==> src/rtl/pwm_pkg.sv <==
// Shared definitions for the PWM output stage: FSM state encodings,
// bit positions inside the `functions` mode field and the default width.
package pwm_pkg;

  localparam int PWM_WIDTH_DEFAULT = 16;

  typedef logic [0:0] pwm_state_t;
  localparam pwm_state_t ST_IDLE = 1'b0;
  localparam pwm_state_t ST_RUN  = 1'b1;

  localparam int FN_ALIGN  = 0;
  localparam int FN_RANGE  = 1;
  localparam int FN_INVERT = 2;

endpackage

==> src/rtl/pwm_boundary_detect.sv <==
// Flags the first sample of a new counter period; a value held across
// prescaler stalls is only reported once because it must differ from the last.
module pwm_boundary_detect #(
  parameter int WIDTH = 16
) (
  input  logic             clk,
  input  logic             rst_n,
  input  logic [WIDTH-1:0] count_val,
  input  logic [WIDTH-1:0] period,
  input  logic             upnotdown,
  output logic             wrap
);

  logic [WIDTH-1:0] prev_cnt_q;
  logic [WIDTH-1:0] prev_cnt_d;
  logic             at_edge;

  always_comb begin
    prev_cnt_d = count_val;
    at_edge    = upnotdown ? (count_val == '0) : (count_val == period);
    wrap       = at_edge && (count_val != prev_cnt_q);
  end

  always_ff @(posedge clk or negedge rst_n) begin
    if (!rst_n) prev_cnt_q <= '0;
    else        prev_cnt_q <= prev_cnt_d;
  end

endmodule

==> src/rtl/pwm_output_stage.sv <==
// PWM pin driver: compares the timebase count against compare values that are
// double-buffered to period boundaries, and strobes period_done on each boundary.
module pwm_output_stage
  import pwm_pkg::*;
#(
  parameter int WIDTH = PWM_WIDTH_DEFAULT
) (
  input  logic             clk,
  input  logic             rst_n,
  input  logic [WIDTH-1:0] count_val,
  input  logic [WIDTH-1:0] period,
  input  logic             upnotdown,
  input  logic             pwm_en,
  input  logic [WIDTH-1:0] compare1,
  input  logic [WIDTH-1:0] compare2,
  input  logic [2:0]       functions,
  output logic             pwm_out,
  output logic             period_done
);

  pwm_state_t       state_q, state_d;
  logic [WIDTH-1:0] cmp1_sh_q, cmp1_sh_d;
  logic [WIDTH-1:0] cmp2_sh_q, cmp2_sh_d;
  logic [2:0]       func_sh_q, func_sh_d;
  logic             pwm_out_q, pwm_out_d;
  logic             period_done_q, period_done_d;

  logic             wrap;
  logic             load_sh;
  logic             run_act;
  logic             raw;
  logic [WIDTH-1:0] cmp1_eff, cmp2_eff;
  logic [2:0]       func_eff;

  pwm_boundary_detect #(.WIDTH(WIDTH)) u_boundary (
    .clk       (clk),
    .rst_n     (rst_n),
    .count_val (count_val),
    .period    (period),
    .upnotdown (upnotdown),
    .wrap      (wrap)
  );

  always_comb begin
    state_d = state_q;
    if (state_q == ST_IDLE && pwm_en)      state_d = ST_RUN;
    else if (state_q == ST_RUN && !pwm_en) state_d = ST_IDLE;

    // Shadows track the register side while idle so RUN starts on fresh values.
    load_sh   = (state_q == ST_IDLE) || wrap;
    cmp1_sh_d = load_sh ? compare1  : cmp1_sh_q;
    cmp2_sh_d = load_sh ? compare2  : cmp2_sh_q;
    func_sh_d = load_sh ? functions : func_sh_q;

    // The boundary sample itself already belongs to the new period.
    cmp1_eff = wrap ? compare1  : cmp1_sh_q;
    cmp2_eff = wrap ? compare2  : cmp2_sh_q;
    func_eff = wrap ? functions : func_sh_q;

    raw = 1'b0;
    if (func_eff[FN_RANGE]) begin
      if (cmp1_eff >= cmp2_eff) raw = 1'b0;
      else                      raw = (count_val >= cmp1_eff) && (count_val < cmp2_eff);
    end else if (func_eff[FN_ALIGN]) begin
      if (cmp1_eff == '0) raw = 1'b1;
      else                raw = (count_val >= cmp1_eff);
    end else begin
      if (cmp1_eff == '0)          raw = 1'b0;
      else if (cmp1_eff > period)  raw = 1'b1;
      else                         raw = (count_val < cmp1_eff);
    end

    // Gating on pwm_en lets a disable force the pin low on the very next edge.
    run_act       = (state_q == ST_RUN) && pwm_en;
    pwm_out_d     = run_act && (raw ^ func_eff[FN_INVERT]);
    period_done_d = run_act && wrap;
  end

  always_ff @(posedge clk or negedge rst_n) begin
    if (!rst_n) begin
      state_q       <= ST_IDLE;
      cmp1_sh_q     <= '0;
      cmp2_sh_q     <= '0;
      func_sh_q     <= '0;
      pwm_out_q     <= 1'b0;
      period_done_q <= 1'b0;
    end else begin
      state_q       <= state_d;
      cmp1_sh_q     <= cmp1_sh_d;
      cmp2_sh_q     <= cmp2_sh_d;
      func_sh_q     <= func_sh_d;
      pwm_out_q     <= pwm_out_d;
      period_done_q <= period_done_d;
    end
  end

  assign pwm_out     = pwm_out_q;
  assign period_done = period_done_q;

endmodule

==> config.mk <==
export PLATFORM = sky130hd
export DESIGN_NAME = pwm_output_stage
export DESIGN_NICKNAME = d
export VERILOG_FILES = /design/src/rtl/pwm_pkg.sv /design/src/rtl/pwm_boundary_detect.sv /design/src/rtl/pwm_output_stage.sv
export SDC_FILE = /design/constraint.sdc
export NUM_CORES = 1
export LEC_CHECK = 0
export CAP_MARGIN = 5
export CORE_UTILIZATION = 50
export DETAILED_ROUTE_END_ITERATION = 10
export GPL_TIMING_DRIVEN = 1
export HOLD_SLACK_MARGIN = 0.1
export PLACE_DENSITY = 0.87
export SYNTH_ARGS = -nofsm -noshare
export SYNTH_HDL_FRONTEND = slang
export SYNTH_SLANG_ARGS = --single-unit
==> constraint.sdc <==
create_clock -name clk -period 3.9 [get_ports clk]
set_clock_uncertainty 0.05 [all_clocks]
set_input_delay 0.78 -clock clk [delete_from_list [all_inputs] [get_ports clk]]
set_output_delay 0.78 -clock clk [all_outputs]
set_load 0.01 [all_outputs]
# Word-level counts from Yosys, hierarchy flattened

Cells that the tools add are included.

Flip-flop bits (word level): 54
Latch bits: 0
Memory bits (writable): 0
Bits in read-only memories: 0
Input bits: 71
Output and inout port bits: 2
Logic and storage cells: 40
Memories kept: 0

Add/subtract/negate cells: 0
Multiply operators: 0
Divide/modulo/power cells: 0
$lt $le $gt $ge: 5
Eq/ne operators: 2
Shift-type cells: 0
Mux-type cells: 12
Bitwise logic cells: 2
Reductions and logical operators: 12

Operators with widths:

| operator                           | number |
|---|---|
| 16-bit greater-or-equal comparator | 2 |
| 16-bit logical NOT                 | 2 |
| 16-bit less-than comparator        | 2 |
| 16-bit two-way mux                 | 2 |
| 16-bit == test                     | 1 |
| 16-bit > comparator                | 1 |
| 16-bit != test                     | 1 |
| 1-bit two-way mux                  | 9 |
| 1-bit logical AND                  | 7 |
| 3-bit two-way mux                  | 1 |
| 2-bit nonzero test                 | 1 |
| 1-bit logical NOT                  | 1 |
| 1-bit logical OR                   | 1 |
| 1-bit NOT                          | 1 |
| 1-bit XOR                          | 1 |

# Longest topological paths before layout

Word-level depth: 11
Mapped depth: 21
Depth with buffers taken out: 17

# Cells and area by module

Synthesis repeated with hierarchy kept, for this count alone.

Cells, all modules: 398
Area, all modules: 4276.6 µm²

By module, submodules not included:

| module              | instances | cells each | area each (µm²) | sequential area each (µm²) |
|---|---|---|---|---|
| pwm_output_stage    | 1         | 332        | 3465.8          | 950.9 |
| pwm_boundary_detect | 1         | 66         | 810.8           | 400.4 |

# Least setup slack after synthesis

No wires, ideal clock.

Path type: input -> register
Start: in count_val[2]
End: reg pwm_out_q (netlist: pwm_out)
Setup time: 0.072 ns
Data arrival time: 4.542 ns
Data required time: 3.778 ns
Setup slack: -0.764 ns
Cell stages on the path: 18
Buffers on the path: 3
Cell sequence: buf_6 xor2_2 nor4_4 a41oi_4 nor3_4 buf_6 buf_2 mux2i_1 ha_1 a21o_1 a21o_1 a211oi_1 o211ai_1 a2111oi_0 o31a_1 a21oi_1 or4_1 nand4b_1

Cells in the longest elaborated chain, start to end: 11
Elaborated cells between the ends (all ways): 23

RTL lines:

| element                                                            | RTL line                                       | RTL |
|---|---|---|
| start: declaration                                                 | pwm_output_stage.sv:10                         | `input logic [WIDTH-1:0] count_val,` |
| 16-bit == test or 16-bit logical NOT (tied branches)               | pwm_boundary_detect.sv:20                      | `at_edge = upnotdown ? (count_val == '0) : (count_val == period);` |
| 1-bit two-way mux                                                  | pwm_boundary_detect.sv:20                      |  |
| 1-bit logical AND                                                  | pwm_boundary_detect.sv:21                      | `wrap = at_edge && (count_val != prev_cnt_q);` |
| 16-bit two-way mux                                                 | pwm_output_stage.sv:56                         | `cmp1_eff = wrap ? compare1 : cmp1_sh_q;` |
| 16-bit less-than comparator or 16-bit > comparator (tied branches) | pwm_output_stage.sv:70, pwm_output_stage.sv:69 |  |
| 1-bit two-way mux                                                  | pwm_output_stage.sv:69                         | `else if (cmp1_eff > period) raw = 1'b1;` |
| 1-bit two-way mux                                                  | pwm_output_stage.sv:68                         | `if (cmp1_eff == '0) raw = 1'b0;` |
| 1-bit two-way mux                                                  | pwm_output_stage.sv:64                         | `end else if (func_eff[FN_ALIGN]) begin` |
| 1-bit two-way mux                                                  | pwm_output_stage.sv:61                         | `if (func_eff[FN_RANGE]) begin` |
| 1-bit XOR (*)                                                      | pwm_output_stage.sv:75                         | `pwm_out_d = run_act && (raw ^ func_eff[FN_INVERT]);` |
| 1-bit logical AND (*)                                              | pwm_output_stage.sv:75                         |  |
| via pwm_out_d                                                      | pwm_output_stage.sv:25                         | `logic pwm_out_q, pwm_out_d;` |
| end signal: assignment                                             | pwm_output_stage.sv:92                         | `pwm_out_q <= pwm_out_d;` |
| end: declaration                                                   | pwm_output_stage.sv:25                         |  |

Mark *: on every way through the listed nets, which the timed path passes. The rest lies on a longest branch.
A chain may end at the register's enable or synchronous reset.

# Worst setup path after layout

Start: in count_val[0]
End: reg pwm_out_q (netlist: pwm_out)

The elaborated chain is that of the path after synthesis.

==> impl.org <==
** Placed design
- The wire-length estimate of the detail-placed layout is 10700 um.
- Number of I/O port buffers :: 72
- Setup Slack @ Placement :: -1.26 ns
- Global placement routability congestion :: 0.976

** Logic synthesis
- Number of warnings issued by yosys :: 0
- After synthesis, the share of flip-flops with an asynchronous set or reset is 1.00.
- Of the total synthesized cell area, the portion taken by AND, OR, NAND and NOR gates is 0.169.
- XOR/XNOR Fraction of Synth Area :: 0.0647
- In the synthesized netlist the dominant register cell turns out to be dfrtp_1.
- The synthesized design contains 0 enable-type register cells.
- Of the total synthesized cell area, the portion taken by full adders, half adders and majority gates is 0.166.
- Main combinational cell family by area after synthesis :: simple AND/OR/NAND/NOR gates
- The number of different library cells used by synthesis comes to 58.
- In this run the mean area of a mapped cell was 10.0 sq um.
- Of the synthesized area, sequential elements account for 0.295.
- FF+latch count, synth :: 54
- The complex-gate fraction of the synthesized area came to 0.110.
- Multiplexer fraction of the synthesized cell area :: 0.151
- The cell count after synthesis came out at 458.
- Number of nets in the synthesized netlist :: 590
- Area of the mapped netlist :: 4590 sq um

** Setup path
- STA classifies the critical path startpoint as a primary input.
- Broken down by cell family, the worst path's largest delay share belongs to simple AND/OR/NAND/NOR gates.
- Data arrival, critical path :: 4.88 ns
- Count of buffering cells on the critical path with inverters included :: 9
- Critical path origin :: count_val[0]
- Critical path endpoint category :: flip-flop
- Worst EP required :: 4.11 ns
- In this run the critical register-to-register path is launched from u_boundary.prev_cnt_q[10].
- For this run, the slowest stage of the critical path takes 0.49 ns.
- In this run the worst path has a maximum fanout of 4.
- Worst setup path category :: primary input to flip-flop
- Worst path slowest cell :: or4_1
- Traced cell by cell, the critical path runs through buf_6, buf_6, xor2_4, nor4_4, nand4_1, buf_6, buf_4, nand3_4, buf_4, nand2_1, nand2_2, buf_6, inv_4, ha_4, nand4_1, buf_4, buf_4, nor3_1, o41ai_1, o211ai_1, nor3_2, or4_1, nand4b_1.

** GRT
- The first global-routing pass estimated 26300 um of wire.
- Entering global routing, the biggest net connects 34 pins.
- The number of global-route vias before repair came to 5022.
- The total overflow left after global routing is 0.
- Global Route Usage Sum :: 0.359
- Antenna violations before repair :: 0

** STA
- Unrepaired setup endpoints after global routing :: yes
- Headroom to the max-slew limit came out at 0.570.
- Counting I/O delays and the setup requirement, the final critical path takes 4.66 ns.
- Fraction of the cycle the final worst path needs :: 1.20
- For this run, the top clock speed supported by timing is 215 MHz.
- Final hold violation count :: 0
- Pins Over Slew Limit :: 0
- Setup-failing EPs final :: 1
- Hold is met by 0.411 ns.
- Setup slack on the critical path of the routed design comes to -0.762 ns.
- Worst Max-Slew Pin Slew :: 0.637 ns

** Final layout
- Most frequent standard cell in the layout excluding fill and tap cells :: buf_4
- Of the cells placed in the final design, the portion with a size suffix greater than 1 is 0.455.
- The repair_antennas step left the layout with diodes totalling 0.
- Fin nets :: 792
- Compared with the post-synthesis result, the final layout area differs by 57.7%.
- In the layout the commonest cells are buf_4, dfrtp_1, ha_1.

** Floorplanning
- 73 I/O pins were placed.
- The die covers 9560 sq um.
- In this run the core area contains 34 standard-cell rows.
- Core footprint :: 8810 sq um
- The die is 97.8 um tall.
- Effective utilization at floorplan :: 0.521
- Width of the die :: 97.8 um

** Clock network
- The longest clock path from root to sink contains 2 buffers.
- Number of clock buffers inserted by TritonCTS :: 5
- Hold Buf Count CTS :: 0
- Number of sinks on the clock net :: 54
- The tree is rooted in a clkbuf_8.
- TritonCTS built the clock tree.
- The clock tree synthesis step divided the H-tree into 2 levels.
- Later-pin clock latency in the skew report :: 0.33 ns
- Clock transition at the registers of the reported paths :: 0.11 ns

** Detailed routing
- After detailed routing, the average wire length per cell comes to 25.8 um.
- After detailed routing, the number of vias per cell comes to 6.64.
- The first routing iteration left 561 violations.
- TritonRoute pass-1 iters :: 9
- Count of vias placed by the detailed router :: 5108
- Post-detailed-routing wire length :: 19800 um
- In the routed design, unresolved DRC markers number 12.
- Final ANT Viol Nets :: 0

** Status
- Status :: complete, but fails checks
- Failing checks :: design-rule violations, negative setup slack

** Power
- Summed over all cells, the static leakage comes to 3.32 nW.
- Peak supply drop :: 0.000254 V
- Total power density per cell area :: 396 nW/um^2

** Hold path
- Hold WC Path Type :: primary input to asynchronous set/reset pin

** Run
- Across the run, the number of max-cap violations was 0.
-- kinds of logic (layout without fill, tap and decap cells) --
logic type | count (synthesis) | after routing
AOI/OAI and AO/OA | 70 | 70
xor gates and xnor gates | 33 | 33
adders and majority gates | 61 | 61
buffers and inverters | 46 | 248
DFF | 54 | 54
muxes | 64 | 64
and+or+nand+nor | 130 | 131
-- worst reg2reg max path: cells and delay by family, from the launching register on --
| family | cells | cell delay (ns) |
|---|---|---|
| flops | 1 | 0.45 |
| xor+xnor | 1 | 0.21 |
| compound gates | 2 | 0.48 |
| simple gates | 10 | 1.93 |
| fa+ha+maj | 1 | 0.28 |
| buf+inv | 7 | 0.95 |
-- final timing paths --
path                                             to  slack (ns)  cells past startpoint
hold / removal             u_boundary.prev_cnt_q[2]        0.41                      1
min in group clk                       cmp2_sh_q[3]        0.47                      1
hold reg to reg                        cmp2_sh_q[3]        0.47                      1
max in group asynchronous              cmp1_sh_q[0]        2.55                      2
setup reg to reg                            pwm_out       -0.53                     21
setup / recovery                            pwm_out       -0.76                     23
-- timing repair --
item                                    CTS  global route
gates resized for setup                 223            53
cloned                                    3             0
buffers inserted                         30             7
endpoints found under the setup margin    1             1
pin swaps                                53            39
-- layout make-up --
type	instances	area (sq um)
repair buffers	204	1840
inverters	36	138
fillers	431	1580
clock buffers	5	68.8
flip-flops and latches	54	1350
multi-input cells	359	3670
well taps	108	135
clock inverters	3	28.8
-- cells in the mapped netlist, types with 9 or more instances --
cell type / n / area (sq um)
ha_1: 61 / 763
dfrtp_1: 54 / 1350
mux2_2: 39 / 439
nand2_1: 37 / 139
inv_1: 36 / 135
xor2_1: 32 / 280
mux2i_1: 24 / 240
a21oi_1: 18 / 90.1
nor4_1: 18 / 113
nand4_1: 15 / 93.8
a21o_1: 14 / 105
nand3_1: 10 / 50.1
o21ai_0: 9 / 45.0
-- report_power, final --
group / total, mW / internal [mW] / switching (mW)
logic: 1.71 / 0.847 / 0.866
registers: 0.797 / 0.680 / 0.117
clock network: 0.351 / 0.134 / 0.218
total: 2.86 / 1.66 / 1.20
-- flip-flops by register name, summed over array words and instances, names as in the netlist --
signal                 count
period_done                1
cmp1_sh_q                 16
u_boundary.prev_cnt_q     16
state_q                    1
func_sh_q                  3
cmp2_sh_q                 16
pwm_out                    1
-- per-stage QoR --
step | power (mW) | area [sq um] | TNS [ns] | instances | utilization
floorplan | 1.51 | 4600 | -0.609 | 458 | -
global placement | 2.00 | 6100 | -1.24 | 721 | 0.692
detailed placement | 2.06 | 6100 | -1.26 | 721 | 0.692
CTS | 2.54 | 6920 | -0.351 | 762 | 0.786
global route | 2.98 | 7230 | -0.829 | 769 | 0.821
finish | 2.86 | 7230 | -0.762 | 769 | 0.821
-- layer usage --
layer  wire length [um]  global-route usage  vias up  part of all wire
met1               6870               0.438     2432              0.35
met5                  0                   0        -                 0
met4               1900               0.216        0             0.096
met3               1920              0.0623      165             0.097
met2               9140               0.597      413              0.46
li1                   -                   -     2098                 -
Power figures use the tool's default switching activity.
